<file path="src/rtl/elevator_if.sv">
// Signal bundle between the elevator car controller and its floor/hall panel.
// The panel (master) drives requests and sensors; the controller (slave) drives the indicators.
interface elevator_if;
    logic       reqG;
    logic       reqF1;
    logic       reqF2;
    logic       reqF3;
    logic       overload;
    logic       firealarm;
    logic       person_detected;
    logic       door_open;
    logic       door_closed;
    logic [3:0] bcd_floor;
    logic [6:0] seg;
    logic [1:0] prox;

    modport master (
        output reqG, reqF1, reqF2, reqF3, overload, firealarm, person_detected,
        input  door_open, door_closed, bcd_floor, seg, prox
    );

    modport slave (
        input  reqG, reqF1, reqF2, reqF3, overload, firealarm, person_detected,
        output door_open, door_closed, bcd_floor, seg, prox
    );
endinterface

</file>
<file path="src/rtl/elevator_ctrl.sv">
// Four-floor elevator car controller: request latching, one-floor-per-FLOOR_TICKS travel,
// timed door cycle with obstruction/overload hold, and fire-alarm return to ground.
module elevator_ctrl #(
    parameter int FLOOR_TICKS = 2,
    parameter int DOOR_TICKS  = 3
) (
    input logic       clk,
    input logic       rst,
    elevator_if.slave bus
);
    typedef enum logic [1:0] {IDLE, MOVE, DOOR_OPEN, FIRE} state_t;

    localparam int FW = (FLOOR_TICKS > 1) ? $clog2(FLOOR_TICKS) : 1;
    localparam int DW = $clog2(DOOR_TICKS + 1);
    localparam logic [FW-1:0] MOVE_LOAD = FW'(FLOOR_TICKS - 1);
    localparam logic [DW-1:0] DOOR_LOAD = DW'(DOOR_TICKS);

    state_t        state, state_nxt;
    logic [1:0]    prox, prox_nxt, next_floor;
    logic [3:0]    pending, pending_nxt, req;
    logic          dir_up, dir_up_nxt;
    logic          door, door_nxt;
    logic [FW-1:0] move_cnt, move_cnt_nxt;
    logic [DW-1:0] door_cnt, door_cnt_nxt;
    logic [3:0]    bcd_q;
    logic [6:0]    seg_q;

    function automatic logic [3:0] above_mask(input logic [1:0] f);
        return 4'b1110 << f;
    endfunction

    function automatic logic [3:0] below_mask(input logic [1:0] f);
        return (4'b0001 << f) - 4'b0001;
    endfunction

    function automatic logic [6:0] seg_of(input logic [1:0] f);
        case (f)
            2'd0:    return 7'b0111111;
            2'd1:    return 7'b0000110;
            2'd2:    return 7'b1011011;
            default: return 7'b1001111;
        endcase
    endfunction

    assign req = {bus.reqF3, bus.reqF2, bus.reqF1, bus.reqG};

    // Saturating neighbour in the travel direction; the car never wraps past G or F3.
    assign next_floor = dir_up ? ((prox == 2'd3) ? prox : prox + 2'd1)
                               : ((prox == 2'd0) ? prox : prox - 2'd1);

    // NOTE: every output of this block gets a default first, so no path leaves a latch behind.
    always_comb begin
        state_nxt    = state;
        prox_nxt     = prox;
        pending_nxt  = bus.firealarm ? 4'b0000 : (pending | req);
        dir_up_nxt   = dir_up;
        door_nxt     = door;
        move_cnt_nxt = move_cnt;
        door_cnt_nxt = door_cnt;

        if (bus.firealarm && state != FIRE) begin
            state_nxt    = FIRE;
            door_nxt     = (prox == 2'd0);
            move_cnt_nxt = MOVE_LOAD;
        end else begin
            case (state)
                IDLE: begin
                    if (pending[prox] || bus.overload) begin
                        state_nxt         = DOOR_OPEN;
                        pending_nxt[prox] = 1'b0;
                        door_cnt_nxt      = DOOR_LOAD;
                        door_nxt          = 1'b1;
                    end else if (|pending) begin
                        state_nxt    = MOVE;
                        move_cnt_nxt = MOVE_LOAD;
                        if (dir_up ? ~|(pending & above_mask(prox)) : ~|(pending & below_mask(prox)))
                            dir_up_nxt = ~dir_up;
                    end
                end
                MOVE: begin
                    if (move_cnt == '0) begin
                        prox_nxt     = next_floor;
                        move_cnt_nxt = MOVE_LOAD;
                        if (pending[next_floor]) begin
                            state_nxt               = DOOR_OPEN;
                            pending_nxt[next_floor] = 1'b0;
                            door_cnt_nxt            = DOOR_LOAD;
                            door_nxt                = 1'b1;
                        end else if (dir_up ? ~|(pending & above_mask(next_floor))
                                            : ~|(pending & below_mask(next_floor))) begin
                            state_nxt = IDLE;
                        end
                    end else begin
                        move_cnt_nxt = move_cnt - 1'b1;
                    end
                end
                DOOR_OPEN: begin
                    if (pending[prox]) begin
                        pending_nxt[prox] = 1'b0;
                        door_cnt_nxt      = DOOR_LOAD;
                    end else if (bus.person_detected || bus.overload) begin
                        door_cnt_nxt = DOOR_LOAD;
                    end else if (door_cnt <= DW'(1)) begin
                        state_nxt = IDLE;
                        door_nxt  = 1'b0;
                    end else begin
                        door_cnt_nxt = door_cnt - 1'b1;
                    end
                end
                FIRE: begin
                    if (!bus.firealarm) begin
                        state_nxt    = DOOR_OPEN;
                        door_cnt_nxt = DOOR_LOAD;
                        door_nxt     = 1'b1;
                    end else if (prox != 2'd0) begin
                        if (move_cnt == '0) begin
                            prox_nxt     = prox - 2'd1;
                            move_cnt_nxt = MOVE_LOAD;
                            door_nxt     = (prox == 2'd1);
                        end else begin
                            move_cnt_nxt = move_cnt - 1'b1;
                        end
                    end else begin
                        door_nxt = 1'b1;
                    end
                end
                default: state_nxt = IDLE;
            endcase
        end
    end

    // NOTE: state registers use non-blocking assignments so every flop samples pre-edge values.
    always_ff @(posedge clk) begin
        if (rst) begin
            state    <= IDLE;
            prox     <= 2'd0;
            pending  <= 4'b0000;
            dir_up   <= 1'b1;
            door     <= 1'b0;
            move_cnt <= '0;
            door_cnt <= '0;
            bcd_q    <= 4'd0;
            seg_q    <= 7'b0111111;
        end else begin
            state    <= state_nxt;
            prox     <= prox_nxt;
            pending  <= pending_nxt;
            dir_up   <= dir_up_nxt;
            door     <= door_nxt;
            move_cnt <= move_cnt_nxt;
            door_cnt <= door_cnt_nxt;
            bcd_q    <= {2'b00, prox_nxt};
            seg_q    <= seg_of(prox_nxt);
        end
    end

    assign bus.door_open   = door;
    assign bus.door_closed = ~door;
    assign bus.prox        = prox;
    assign bus.bcd_floor   = bcd_q;
    assign bus.seg         = seg_q;
endmodule

</file>
<file path="src/flat_wrapper.sv">
// flat-port wrapper written by rule: the top's interface ports become plain ports
module elevator_ctrl_flat 
#(
    parameter int FLOOR_TICKS = 2,
    parameter int DOOR_TICKS  = 3
)
  (clk, rst, bus_reqG, bus_reqF1, bus_reqF2, bus_reqF3, bus_overload, bus_firealarm, bus_person_detected, bus_door_open, bus_door_closed, bus_bcd_floor, bus_seg, bus_prox);
  elevator_if bus_i ();
  input logic clk;
  input logic rst;
  input wire logic [$bits(bus_i.reqG)-1:0] bus_reqG;
  input wire logic [$bits(bus_i.reqF1)-1:0] bus_reqF1;
  input wire logic [$bits(bus_i.reqF2)-1:0] bus_reqF2;
  input wire logic [$bits(bus_i.reqF3)-1:0] bus_reqF3;
  input wire logic [$bits(bus_i.overload)-1:0] bus_overload;
  input wire logic [$bits(bus_i.firealarm)-1:0] bus_firealarm;
  input wire logic [$bits(bus_i.person_detected)-1:0] bus_person_detected;
  output wire logic [$bits(bus_i.door_open)-1:0] bus_door_open;
  output wire logic [$bits(bus_i.door_closed)-1:0] bus_door_closed;
  output wire logic [$bits(bus_i.bcd_floor)-1:0] bus_bcd_floor;
  output wire logic [$bits(bus_i.seg)-1:0] bus_seg;
  output wire logic [$bits(bus_i.prox)-1:0] bus_prox;
  assign bus_i.reqG = bus_reqG;
  assign bus_i.reqF1 = bus_reqF1;
  assign bus_i.reqF2 = bus_reqF2;
  assign bus_i.reqF3 = bus_reqF3;
  assign bus_i.overload = bus_overload;
  assign bus_i.firealarm = bus_firealarm;
  assign bus_i.person_detected = bus_person_detected;
  assign bus_door_open = bus_i.door_open;
  assign bus_door_closed = bus_i.door_closed;
  assign bus_bcd_floor = bus_i.bcd_floor;
  assign bus_seg = bus_i.seg;
  assign bus_prox = bus_i.prox;
  elevator_ctrl #(.FLOOR_TICKS(FLOOR_TICKS), .DOOR_TICKS(DOOR_TICKS)) u_core (.clk(clk), .rst(rst), .bus(bus_i));
endmodule
</file>
<file path="config.mk">
export PLATFORM = sky130hd
export DESIGN_NAME = elevator_ctrl_flat
export DESIGN_NICKNAME = d
export VERILOG_FILES = /design/src/rtl/elevator_if.sv /design/src/rtl/elevator_ctrl.sv /design/src/flat_wrapper.sv
export SDC_FILE = /design/constraint.sdc
export NUM_CORES = 1
export LEC_CHECK = 0
export CAP_MARGIN = 20
export CELL_PAD_IN_SITES_DETAIL_PLACEMENT = 1
export CELL_PAD_IN_SITES_GLOBAL_PLACEMENT = 1
export CORE_ASPECT_RATIO = 0.75
export CORE_MARGIN = 4
export CORE_UTILIZATION = 44
export CTS_BUF_LIST = sky130_fd_sc_hd__clkbuf_4 sky130_fd_sc_hd__clkbuf_8
export DETAILED_ROUTE_END_ITERATION = 7
export PLACE_DENSITY = 0.95
export SLEW_MARGIN = 20
export SYNTH_ARGS = -nofsm -noshare
export SYNTH_HDL_FRONTEND = slang
export SYNTH_SLANG_ARGS = --single-unit
</file>
<file path="constraint.sdc">
create_clock -name clk -period 6.1 [get_ports clk]
set_input_delay 1.83 -clock clk [delete_from_list [all_inputs] [get_ports clk]]
set_output_delay 1.83 -clock clk [all_outputs]
set_load 0.005 [all_outputs]
</file>
==> results summary, run 1 <==
The number of warnings printed during yosys synthesis is 0. The count of final hold-check violations is 0. The register-to-register setup slack is 3.38 ns. The worst register-to-register path begins at u_core.bus.prox[0]$_SDFF_PP0_. The endpoint of the lowest-slack register-to-register path is u_core.state[1]$_SDFFE_PP0P_. The final non-filler cell total is 250.

The power after layout came out at 369 µW. The chip width came out at 77.0 µm. The routed design has 4560 µm of wire.

On the worst path, the slowest cell contributes a delay of 0.78 ns. The average size of a mapped cell is 7.66 µm². The number of global-route vias before repair came out at 1546. The number of buffers added by the clock tree synthesis step came out at 3. The power per standard cell area is 210 nW/µm². The startpoint of the tightest hold check path is u_core.door_cnt[1]$_SDFFE_PP0P_. The worst register-to-register path has a depth of 8. The congestion estimate from routability-driven global placement came to 0.864. TritonCTS built the clock tree. The end point of the most critical hold path is u_core.door_cnt[1]$_SDFFE_PP0P_. Traced cell by cell, the critical path runs through clkdlybuf4s50_1, nor2b_1, and3_1, o21ai_1, o221ai_1, nor2_1, nand2_1. For this design the static power due to leakage is 0.000674 µW.

The smallest setup slack after layout is 2.44 ns. The total core area is 3360 µm². In the synthesized netlist the dominant register cell turns out to be sky130_fd_sc_hd__dfxtp_1. The final max-slew violation count came out at 0. The maximum number of pins on one net before global-route repair came out at 23. The height of the chip is 59.7 µm. For this run, the post-layout net count is 230. The area overhead of the layout relative to synthesis is 12.0%. The share of final-layout standard cells stronger than drive strength 1 is 7.62%. The CTS sink count is 18. Counting flops with an async set or reset pin after synthesis yields a share of 0%. Using the TritonRoute via totals, the vias-per-cell ratio works out to 6.08.

STA puts the critical path data required time at 6.24 ns. The total inserted antenna cells came out at 0. The maximum vdd drop came out at 0.000143 V.

The worst setup path is launched from an input port. Clock-pin slew was measured on the worst setup and hold paths at 0.07 ns. STA classifies the critical path endpoint as a flip-flop. The number of nets still failing antenna checks after routing is 0. The number of unique standard cell types used by synthesis is 58. The worst hold path belongs to the class flip-flop to flip-flop. The post-CTS resize count came out at 0. The final routed wire length divided by cell count is 18.2 µm. Synthesis handed over a netlist of 205 instances. The synthesis-stage register bit count came out at 18. The number of fillers in the final layout is 418.

The number of antenna violations at the first check in global routing came to 0. The count of routing violations after the opening detailed-route iteration is 160. The data arrival at the endpoint of the critical path is 3.80 ns. For this design, the slowest cell found on the critical path is sky130_fd_sc_hd__clkdlybuf4s50_1. For this run, design rule violations remaining after detail routing come to 0.

Summing the sequential cell areas from Yosys gives 22.9% of the chip area. The buffering stage count on the worst path with inverters included came out at 1. The summed instance area of the synthesized netlist is 1570 µm². The worst hold path was traced through 2 stages. The top fanout value on the critical path is 19.

The floorplan has 18 rows. After global routing the overflow that remains totals 0. The count of boundary I/O pins came out at 24.

The category of the most critical setup path is input port to flip-flop. The wire-length estimate of the detail-placed layout is 3310 µm. The number of setup buffers added after CTS is 0.

The clock network latency to the later pin of the worst-skew pair came out at 0.26 ns. The flow ran to the end, and the final reports show no timing, DRC or antenna violations. The kind of cell with the highest combined delay along the critical path is simple AND/OR/NAND/NOR gates. The number of hold buffers added after CTS was 0. The clock root buffer master is sky130_fd_sc_hd__clkbuf_8. Setup repair after global routing left no endpoint under its margin.

The total iterations of the first detailed-routing run is 4. Setup violations remaining at the end of the flow were counted as 0. The final setup TNS came out at 0 ns. The highest achievable clock rate came out at 273 MHz. The all-layer global routing usage came out at 21.7%.

The cell area after layout came out at 1760 µm². The number of violations of the max-capacitance limit is 0. CTS built an H-tree with a depth of 1. The post-route clock period utilization is 60.0%. Clock skew on the completed layout was measured at 0.00827 ns. The number of buffers between clock root and the deepest sink came out at 2.

The first global-routing pass estimated 7870 µm of wire. Once placement finished, the instance area stood at 1700 µm². The full die area is 4600 µm². Measured against its own limit, the worst slew margin works out to 46.8%.

The number of flops mapped to enable cells by yosys came out at 0. The number of placed instances, taps included is 246. The initial utilization of the core area, before any placement, comes to 46.8%. The clock period could shrink to 3.66 ns. The final route contains 1521 vias. The slew at the pin closest to its max-slew limit came out at 0.797 ns.

The worst setup slack after placement came out at 2.21 ns. The number of port buffers came out at 20.
cell families after synthesis:
family | Yosys count | share of synthesized area [%]
adders and majority gates | 10 | 7.97
other | 2 | 0.478
and+or+nand+nor | 66 | 21.7
muxes | 4 | 3.03
AOI/OAI and AO/OA | 68 | 31.8
buffers and inverters | 36 | 11.6
DFF | 18 | 22.9
xor gates and xnor gates | 1 | 0.558
final cells by class:
cell class                 count  area, µm²  share of cell area (%)
timing repair buffer          20        200                    11.4
inverter                      16       61.3                    3.49
tap                           40       50.0                    2.84
clock buffer                   4       55.1                    3.13
sequential                    18        360                    20.5
multi-input combinational    152       1030                    58.7
synth_stat cells, drive strengths merged, types with 2 or more instances:
| library cell | number | share of area [%] |
|---|---|---|
| a211o | 2 | 1.1 |
| a211oi | 7 | 3.7 |
| a21oi | 19 | 6.1 |
| a31oi | 4 | 1.6 |
| buf | 15 | 6.5 |
| clkbuf | 5 | 1.2 |
| conb | 2 | 0.48 |
| dfxtp | 18 | 23 |
| ha | 10 | 8.0 |
| inv | 15 | 3.6 |
| mux2i | 4 | 3.0 |
| nand2 | 11 | 2.6 |
| nand2b | 6 | 2.4 |
| nand3 | 3 | 0.96 |
| nor2 | 22 | 5.4 |
| nor2b | 7 | 2.8 |
| nor3 | 6 | 1.9 |
| nor3b | 2 | 0.96 |
| nor4 | 2 | 1.2 |
| o211ai | 2 | 0.96 |
| o21ai | 7 | 2.2 |
| o221a | 5 | 3.6 |
| o22ai | 2 | 0.80 |
| o311ai | 2 | 1.1 |
| o31a | 2 | 1.2 |
| o32ai | 3 | 1.7 |
| o41ai | 2 | 1.6 |
report_power, final:
part	switching, µW	internal, µW
sequential	23.7	128
clock	42.1	57.4
combinational	64.1	53.9
total	130	239
cells in the final DEF, fill, tap and decap left out, types with 2 or more instances in the layout:
| master | Yosys | routed |
|---|---|---|
| sky130_fd_sc_hd__o221a_1 | 3 | 3 |
| sky130_fd_sc_hd__clkdlybuf4s50_1 | 0 | 20 |
| sky130_fd_sc_hd__nand3_1 | 3 | 3 |
| sky130_fd_sc_hd__nor3b_1 | 2 | 2 |
| sky130_fd_sc_hd__o221a_2 | 2 | 2 |
| sky130_fd_sc_hd__o22ai_1 | 2 | 2 |
| sky130_fd_sc_hd__o21ai_0 | 3 | 3 |
| sky130_fd_sc_hd__nand2_1 | 11 | 11 |
| sky130_fd_sc_hd__mux2i_1 | 2 | 2 |
| sky130_fd_sc_hd__mux2i_2 | 2 | 2 |
| sky130_fd_sc_hd__nor3_1 | 6 | 6 |
| sky130_fd_sc_hd__o211ai_1 | 2 | 2 |
| sky130_fd_sc_hd__nor2_1 | 21 | 21 |
| sky130_fd_sc_hd__a211oi_1 | 6 | 6 |
| sky130_fd_sc_hd__conb_1 | 2 | 3 |
| sky130_fd_sc_hd__nand2b_1 | 6 | 6 |
| sky130_fd_sc_hd__clkbuf_8 | 0 | 4 |
| sky130_fd_sc_hd__o311ai_1 | 2 | 2 |
| sky130_fd_sc_hd__inv_1 | 15 | 15 |
| sky130_fd_sc_hd__o32ai_1 | 3 | 3 |
| sky130_fd_sc_hd__ha_1 | 10 | 10 |
| sky130_fd_sc_hd__dfxtp_1 | 18 | 18 |
| sky130_fd_sc_hd__o21ai_1 | 4 | 4 |
| sky130_fd_sc_hd__a31oi_1 | 4 | 4 |
| sky130_fd_sc_hd__nor2b_1 | 7 | 7 |
| sky130_fd_sc_hd__a211o_1 | 2 | 2 |
| sky130_fd_sc_hd__a21oi_1 | 19 | 19 |
worst reg2reg max path: cells and delay by family, from the launching register on:
family                     cells  cell delay [ns]
AOI/OAI and AO/OA              4             0.65
DFF                            1             0.61
and+or+nand+nor                2             0.63
buffers and inverters          1             0.27
adders and majority gates      1             0.45
sequential cells by signal (all words and copies together), names as in the netlist:
| signal | cells |
|---|---|
| u_core.bus.prox | 2 |
| u_core.bus.door_open | 1 |
| u_core.state | 2 |
| u_core.dir_up | 1 |
| u_core.door_cnt | 2 |
| u_core.pending | 4 |
| u_core.move_cnt | 1 |
| u_core.bus.seg | 5 |
how the worst max path moves through the flow:
stage / from / end / slack (ns) / depth (start not counted)
global placement: bus_firealarm / u_core.bus.seg[3]$_SDFF_PP1_ / 2.35 / 7
detailed placement: bus_firealarm / u_core.bus.seg[3]$_SDFF_PP1_ / 2.21 / 7
CTS: bus_firealarm / u_core.bus.seg[3]$_SDFF_PP1_ / 2.46 / 7
global route: bus_firealarm / u_core.bus.seg[3]$_SDFF_PP1_ / 2.27 / 7
floorplan: bus_overload / u_core.dir_up$_SDFFE_PP1P_ / 3.10 / 6
finish: bus_firealarm / u_core.bus.seg[3]$_SDFF_PP1_ / 2.44 / 7
stage by stage:
stage | hold WS (ns) | utilization, %
3_3_place_gp | 0.465 | 50.8
4_1_cts | 0.491 | 52.4
2_1_floorplan | 0.452 | -
5_1_grt | 0.533 | 52.4
6_report | 0.490 | 52.4
3_5_place_dp | 0.471 | 50.8
routing by layer:
metal / global-route usage [%] / part of all wire, %
met5: 0 / 0
met2: 32.9 / 44
met4: 3.30 / 0.18
met3: 6.02 / 6.8
met1: 31.4 / 49
No activity file was read; power rests on OpenSTA's default activity.
==> run 2, diff against run 1 <==
Settings changed: CORE_UTILIZATION 44 to 41, PLACE_DENSITY 0.95 to 0.94.
Clock period 6.1 ns to 3.5 ns, I/O delays scaled along.
==> run 2 against run 1 <==
Net effect:
- clock skew is 0.00075 ns lower
- worst setup slack worse by 1.6 ns
- first-iteration DRC count up 28%
- non-clock buffer count up 1
- routed wire length increased by 1.4%
- combinational power is 74% higher
- critical endpoint is now u_core.bus.seg[2]$_SDFF_PP1_
- largest power group unchanged
==> results summary, run 2 (synthesis gave the netlist of run 1 again) <==
The number of violations of the max-capacitance limit came out at 0 (unchanged). The final weighted congestion in routability-driven placement came out at 0.911 (+5.4%). The total setup violations reported at the end of the flow came to 0 (unchanged).

The total grt overflow is 0 (unchanged). The total iterations of the first detailed-routing run is 4 (unchanged). The CTS sink count is 18 (unchanged). The count of final hold-check violations came out at 0 (unchanged). The total core area is 3680 µm² (+9.8%).

The clock-pin slew of the registers on the worst-case setup and hold paths was 0.06 ns (about the same). The element type at the critical path end is a flip-flop. The power after layout is 617 µW (+67%).

The site row count was 19 (+1). The data arrival at the endpoint of the critical path came out at 2.83 ns (-0.97 ns). The shortest period the worst path allows came out at 2.70 ns. The source of the critical timing path is u_core.bus.prox[0]$_SDFF_PP0_. The worst relative slew slack came to 47.6% (+0.78 points). The average vias per placed instance came to 5.94 (-2.4%). The full die area came out at 4890 µm² (+6.4%). The number of buffers added by the clock tree synthesis step came out at 3 (unchanged).

The number of global-route vias before repair is 1568 (+1.4%). The post-CTS resize count is 0 (unchanged). The count of boundary I/O pins came out at 24 (unchanged). In this run the worst setup path terminates at u_core.bus.seg[2]$_SDFF_PP1_.

The number of buffers between clock root and the deepest sink came out at 2 (unchanged). The register-to-register setup slack is 0.80 ns (-2.58 ns). The most common cell after layout, fill and taps aside is sky130_fd_sc_hd__nor2_1. Compared with the post-synthesis result, the final layout area differs by 12.6%. The final non-filler cell total is 262 (+4.8%). The type of origin of the critical path is a flip-flop.

The number of levels in the clock H-tree was 1 (unchanged). The final max-slew violation count was 0 (unchanged). The library cells used most frequently in the layout, excluding fill and tap cells, are sky130_fd_sc_hd__nor2_1 (21), sky130_fd_sc_hd__clkdlybuf4s50_1 (20), sky130_fd_sc_hd__a21oi_1 (19). TritonCTS built the clock tree. The clock network latency to the later pin of the worst-skew pair is 0.26 ns (about the same).

The half-perimeter wire length after placement came out at 3370 µm (+1.9%). The path class of the lowest-slack min-delay path is flip-flop to flip-flop. The number of cells traversed by the worst register-to-register path is 8 (unchanged).

The share of final-layout standard cells stronger than drive strength 1 is 7.62% (unchanged). The total DRC errors in the routed layout is 0 (unchanged). The all-layer global routing usage is 20.2% (-1.5 points).

The highest achievable clock rate came out at 370 MHz. The final routed wire length divided by cell count came out at 17.6 µm (-3.2%). The post-route clock skew is 0.00752 ns (-0.000747 ns). The wire length reported by the detailed router was 4620 µm (+1.4%). The power per standard cell area came out at 349 nW/µm² (+66%).

The maximum number of pins on one net before global-route repair is 23 (unchanged). The count of routing violations after the opening detailed-route iteration is 205 (+28%). The cell leakage power came out at 0.000672 µW (-0.35%).

The number of nets at the end of the flow came to 231 (+0.43%). Setup repair after global routing left no endpoint under its margin. The number of hold buffers added after cts is 0 (unchanged). The total number of vias is 1555 (+2.2%). The number of flip-flops under the largest register name was 5 (unchanged).

The chip width is 79.5 µm (+3.2%). The post-route clock period utilization is 77.1%. The final setup TNS came to 0 ns (unchanged).

The top fanout value on the critical path was 13 (-6). The run finished with clean final reports. The effective utilization at floorplan is 42.6% (-4.2 points). The slew at the pin closest to its max-slew limit is 0.785 ns (-0.0117 ns).

The number of antenna violations at the first check in global routing came out at 0 (unchanged). Clock tree synthesis selected as its root buffer the cell sky130_fd_sc_hd__clkbuf_8. The total inserted antenna cells came out at 0 (unchanged). The worst hold margin came out at 0.477 ns (-0.0136 ns). The launch instance of the worst register-to-register path is u_core.bus.prox[0]$_SDFF_PP0_. The maximum vdd drop came out at 0.000200 V (+40%).

The critical path required time came out at 3.63 ns (-2.61 ns). The number of placed instances, taps included is 259 (+5.3%). The number of nets still failing antenna checks after routing came to 0 (unchanged). The number of setup buffers added after CTS came out at 0 (unchanged). The number of port buffers is 20 (unchanged).

The worst setup path is of the flip-flop to flip-flop kind. The worst register-to-register path ends at u_core.bus.seg[2]$_SDFF_PP1_. The wire length of the first global-routing pass is 7730 µm (-1.7%).

The height of the chip came out at 61.6 µm (+3.1%).
## run 2: layout make-up
class                      instances  area (µm²)
tap                               52        65.1
multi-input combinational        152        1030
fill                             456        1920
sequential                        18         360
timing repair buffer              21         208
inverter                          16        61.3
clock buffer                       3        41.3
## run 2: per-layer routing
| layer | vias up | GRT usage (%) | part of all wire (%) |
|---|---|---|---|
| li1 | 749 | - | - |
| met1 | 764 | 28.0 | 49 |
| met2 | 40 | 33.3 | 45 |
| met3 | 2 | 4.97 | 5.2 |
| met4 | 0 | 1.96 | 0.26 |
| met5 | - | 0 | 0 |
## run 2: stage by stage
stage	utilization, %	worst slack, ns	area (µm²)
CTS	48.0	0.822	1770
finish	48.0	0.801	1770
global placement	46.9	0.675	1730
global route	48.0	0.522	1770
floorplan	-	1.27	1570
detailed placement	46.9	0.585	1730
## run 2: worst min path at each step
stage	end	cells past startpoint	slack [ns]	startpoint
3_5_place_dp	u_core.door_cnt[1]$_SDFFE_PP0P_	2	0.47	u_core.door_cnt[1]$_SDFFE_PP0P_
3_3_place_gp	u_core.bus.door_open$_SDFFE_PP0P_	2	0.46	u_core.bus.door_open$_SDFFE_PP0P_
4_1_cts	u_core.bus.door_open$_SDFFE_PP0P_	2	0.48	u_core.bus.door_open$_SDFFE_PP0P_
6_report	u_core.bus.door_open$_SDFFE_PP0P_	2	0.48	u_core.bus.door_open$_SDFFE_PP0P_
2_1_floorplan	u_core.door_cnt[1]$_SDFFE_PP0P_	2	0.45	u_core.door_cnt[1]$_SDFFE_PP0P_
5_1_grt	u_core.bus.door_open$_SDFFE_PP0P_	2	0.50	u_core.bus.door_open$_SDFFE_PP0P_
## run 2: where the power goes
| group | internal [µW] | switching (µW) |
|---|---|---|
| combinational | 94.7 | 111 |
| clock | 76.5 | 70.1 |
| sequential | 223 | 42.1 |
| total | 394 | 223 |
## run 2: critical path, cell delays in order (launching register included)
cell                       delay, ns
sky130_fd_sc_hd__dfxtp_1        0.61
sky130_fd_sc_hd__inv_1          0.27
sky130_fd_sc_hd__ha_1           0.45
sky130_fd_sc_hd__nand2b_1       0.22
sky130_fd_sc_hd__a211oi_1       0.44
sky130_fd_sc_hd__o221a_2        0.28
sky130_fd_sc_hd__nor2_1         0.07
sky130_fd_sc_hd__nor2_1         0.16
sky130_fd_sc_hd__nand2_1        0.08
==> run 3, diff against run 2 <==
Settings changed: CORE_UTILIZATION 41 to 37, PLACE_DENSITY 0.94 to 0.9.
Clock period 3.5 ns to 2.2 ns, I/O delays scaled along.
==> run 3 against run 2 <==
Net effect:
- core utilization increased by 1.9 points
- global-route usage increased by 0.11 points
- fmax rose by 28%
- largest power group is now combinational logic
- clock skew grew 0.0040 ns
- critical endpoint is now u_core.state[1]$_SDFFE_PP0P_
- highest routed layer unchanged
- non-clock buffer count rose by 27
==> results summary, run 3 (synthesis gave the netlist of run 1 again) <==
The number of nets at the end of the flow is 258 (+12%). Setup repair after global routing could not meet its margin everywhere. The path class of the lowest-slack min-delay path is flip-flop to flip-flop.

Leaving out fill and tap cells, the most frequent cell in the layout is sky130_fd_sc_hd__buf_4. The worst setup slack after placement is -0.278 ns (-0.864 ns). The largest individual stage delay along the critical path comes from the cell sky130_fd_sc_hd__dfxtp_2. The CTS sink count came out at 18 (unchanged). TritonCTS built the clock tree. The number of nets still failing antenna checks after routing is 0 (unchanged). The post-layout utilization of the core came out at 49.9% (+1.9 points).

The number of buffers between clock root and the deepest sink came out at 2 (unchanged). The number of placed instances, taps included was 286 (+10%). The total number of vias came out at 1705 (+9.6%). The power per standard cell area is 540 nW/µm² (+55%). The count of routing violations after the opening detailed-route iteration is 140 (-32%). The number of violations of the max-capacitance limit is 0 (unchanged). The count of boundary I/O pins came to 24 (unchanged). The wire length reported by the detailed router came out at 5410 µm (+17%).

The clock network latency to the later pin of the worst-skew pair is 0.26 ns (about the same). The total inserted antenna cells is 0 (unchanged). The maximum vdd drop came to 0.000346 V (+73%).

The buffering stage count on the worst path with inverters included was 1 (unchanged). The total DRC errors in the routed layout came out at 0 (unchanged). The total grt overflow was 0 (unchanged). The number of fillers in the final layout came out at 518 (+14%). The clock root buffer master is sky130_fd_sc_hd__clkbuf_8. The total core area is 4080 µm² (+11%).

The met3 track demand over resource in global routing was 5.34% (+0.37 points). The met2 track demand over resource came out at 32.7% (-0.59 points). The routing usage on met1 came to 27.2% (-0.77 points).

Broken down by cell family, the worst path's largest delay share belongs to compound AO/OA/AOI/OAI gates. The effective utilization at floorplan is 38.5% (-4.1 points). The wire length of the first global-routing pass came out at 8760 µm (+13%). The power after layout is 1100 µW (+78%).

The final non-filler cell total is 293 (+12%). The total setup violations reported at the end of the flow came out at 0 (unchanged). met2 is the most crowded layer. The data arrival at the endpoint of the critical path came out at 2.27 ns (-0.56 ns).

The number of global-route vias before repair came out at 1754 (+12%). The chip width came out at 83.2 µm (+4.7%). The half-perimeter wire length after placement is 3830 µm (+14%).

The final weighted congestion in routability-driven placement is 0.868 (-4.7%). Leaving out fill and tap cells, the most frequent cells in the layout are sky130_fd_sc_hd__buf_4 (28), sky130_fd_sc_hd__nor2_1 (20), sky130_fd_sc_hd__a21oi_1 (19), sky130_fd_sc_hd__clkdlybuf4s50_1 (19), sky130_fd_sc_hd__dfxtp_1 (16). The cell leakage power came out at 0.000812 µW (+21%). The number of levels in the clock H-tree came out at 1 (unchanged). The element type at the critical path end is a flip-flop. The maximum number of pins on one net before global-route repair came out at 20 (-13%).

The number of antenna violations at the first check in global routing came to 0 (unchanged). The post-route clock skew is 0.0115 ns (+0.00395 ns). The total iterations of the first detailed-routing run came out at 4 (unchanged).

The number of hold buffers added after cts came out at 0 (unchanged). The clock-pin slew of the registers on the worst-case setup and hold paths was 0.08 ns (+0.02 ns). The area overhead of the layout relative to synthesis is 29.6%. The critical path required time came to 2.35 ns (-1.28 ns). The final routed wire length divided by cell count is 18.5 µm (+4.6%).

The final setup TNS came out at 0 ns (unchanged). The final max-slew violation count is 0 (unchanged). The all-layer global routing usage is 20.3% (+0.11 points).

The height of the chip came to 64.4 µm (+4.6%). The share of final-layout standard cells stronger than drive strength 1 came to 23.1% (+15 points). The footprint of the multi-input gates is 1080 µm² (+4.5%). Walking the worst path, the cells encountered are buf_4, ha_2, and4bb_2, nor3_1, o41ai_2, nor4_2, o311ai_1, o21ai_1. The worst setup path is launched from a flip-flop.

The register area came out at 363 µm² (+0.69%). The highest achievable clock rate is 473 MHz (+28%). The site row count came out at 20 (+1). The smallest setup slack after layout came out at 0.0838 ns (-0.717 ns). The post-route clock period utilization came out at 96.2% (+19 points). The count of final hold-check violations came out at 0 (unchanged).

The top fanout value on the critical path is 7 (-6). The run finished with clean final reports. The number of flip-flops under the largest register name came out at 5 (unchanged). The shortest period the worst path allows came out at 2.12 ns (-0.583 ns). The average vias per placed instance came out at 5.82 (-2.0%). The maximum single-stage delay on the critical path came out at 0.40 ns (-0.21 ns). The full die area is 5360 µm² (+9.5%).

The category of the most critical setup path is flip-flop to flip-flop. The number of port buffers came out at 20 (unchanged). The number of buffers added by the clock tree synthesis step is 3 (unchanged).
[run 3: layer usage]
layer / up-vias / part of all wire, %
li1: 804 / -
met1: 845 / 46
met2: 47 / 47
met3: 9 / 5.4
met4: 0 / 1.3
met5: - / 0
[run 3: worst paths after layout]
kind | start | to | cells after the start | slack [ns]
setup reg to reg | u_core.bus.prox[1]$_SDFF_PP0_ | u_core.state[1]$_SDFFE_PP0P_ | 8 | 0.08
hold / removal | u_core.bus.door_open$_SDFFE_PP0P_ | u_core.bus.door_open$_SDFFE_PP0P_ | 2 | 0.50
hold reg to reg | u_core.bus.door_open$_SDFFE_PP0P_ | u_core.bus.door_open$_SDFFE_PP0P_ | 2 | 0.50
setup / recovery | u_core.bus.prox[1]$_SDFF_PP0_ | u_core.state[1]$_SDFFE_PP0P_ | 8 | 0.08
[run 3: final cells by class]
class	instances	area share [%]
Inverter	16	3.01
Tap cell	55	3.38
Multi-Input combinational cell	152	53.0
Sequential cell	18	17.8
Timing Repair Buffer	48	20.1
Clock buffer	4	2.70
[run 3: where the power goes]
group / internal [µW] / total (µW) / switching, µW
logic: 193 / 420 / 227
clock network: 159 / 285 / 126
registers: 355 / 395 / 39.1
[run 3: stage by stage]
step | hold WS (ns) | area, µm²
floorplan | 0.452 | 1580
global placement | 0.466 | 1910
detailed placement | 0.478 | 1910
CTS | 0.492 | 1990
global route | 0.510 | 2040
finish | 0.495 | 2040
[run 3: worst register-to-register path: stages, from the launching register on]
cell and delay (ns):
sky130_fd_sc_hd__dfxtp_2 0.40, sky130_fd_sc_hd__buf_4 0.20, sky130_fd_sc_hd__ha_2 0.25, sky130_fd_sc_hd__and4bb_2 0.23
sky130_fd_sc_hd__nor3_1 0.05, sky130_fd_sc_hd__o41ai_2 0.40, sky130_fd_sc_hd__nor4_2 0.10, sky130_fd_sc_hd__o311ai_1 0.30
sky130_fd_sc_hd__o21ai_1 0.10
[run 3: repair_timing]
| action | 4_1_cts | 5_1_grt |
|---|---|---|
| resized for setup | 4 | 9 |
| endpoints found under the setup margin | 3 | 8 |
| pin swaps | 2 | 0 |
| setup buffers | 3 | 0 |
| hold endpoints to repair | 0 | 0 |
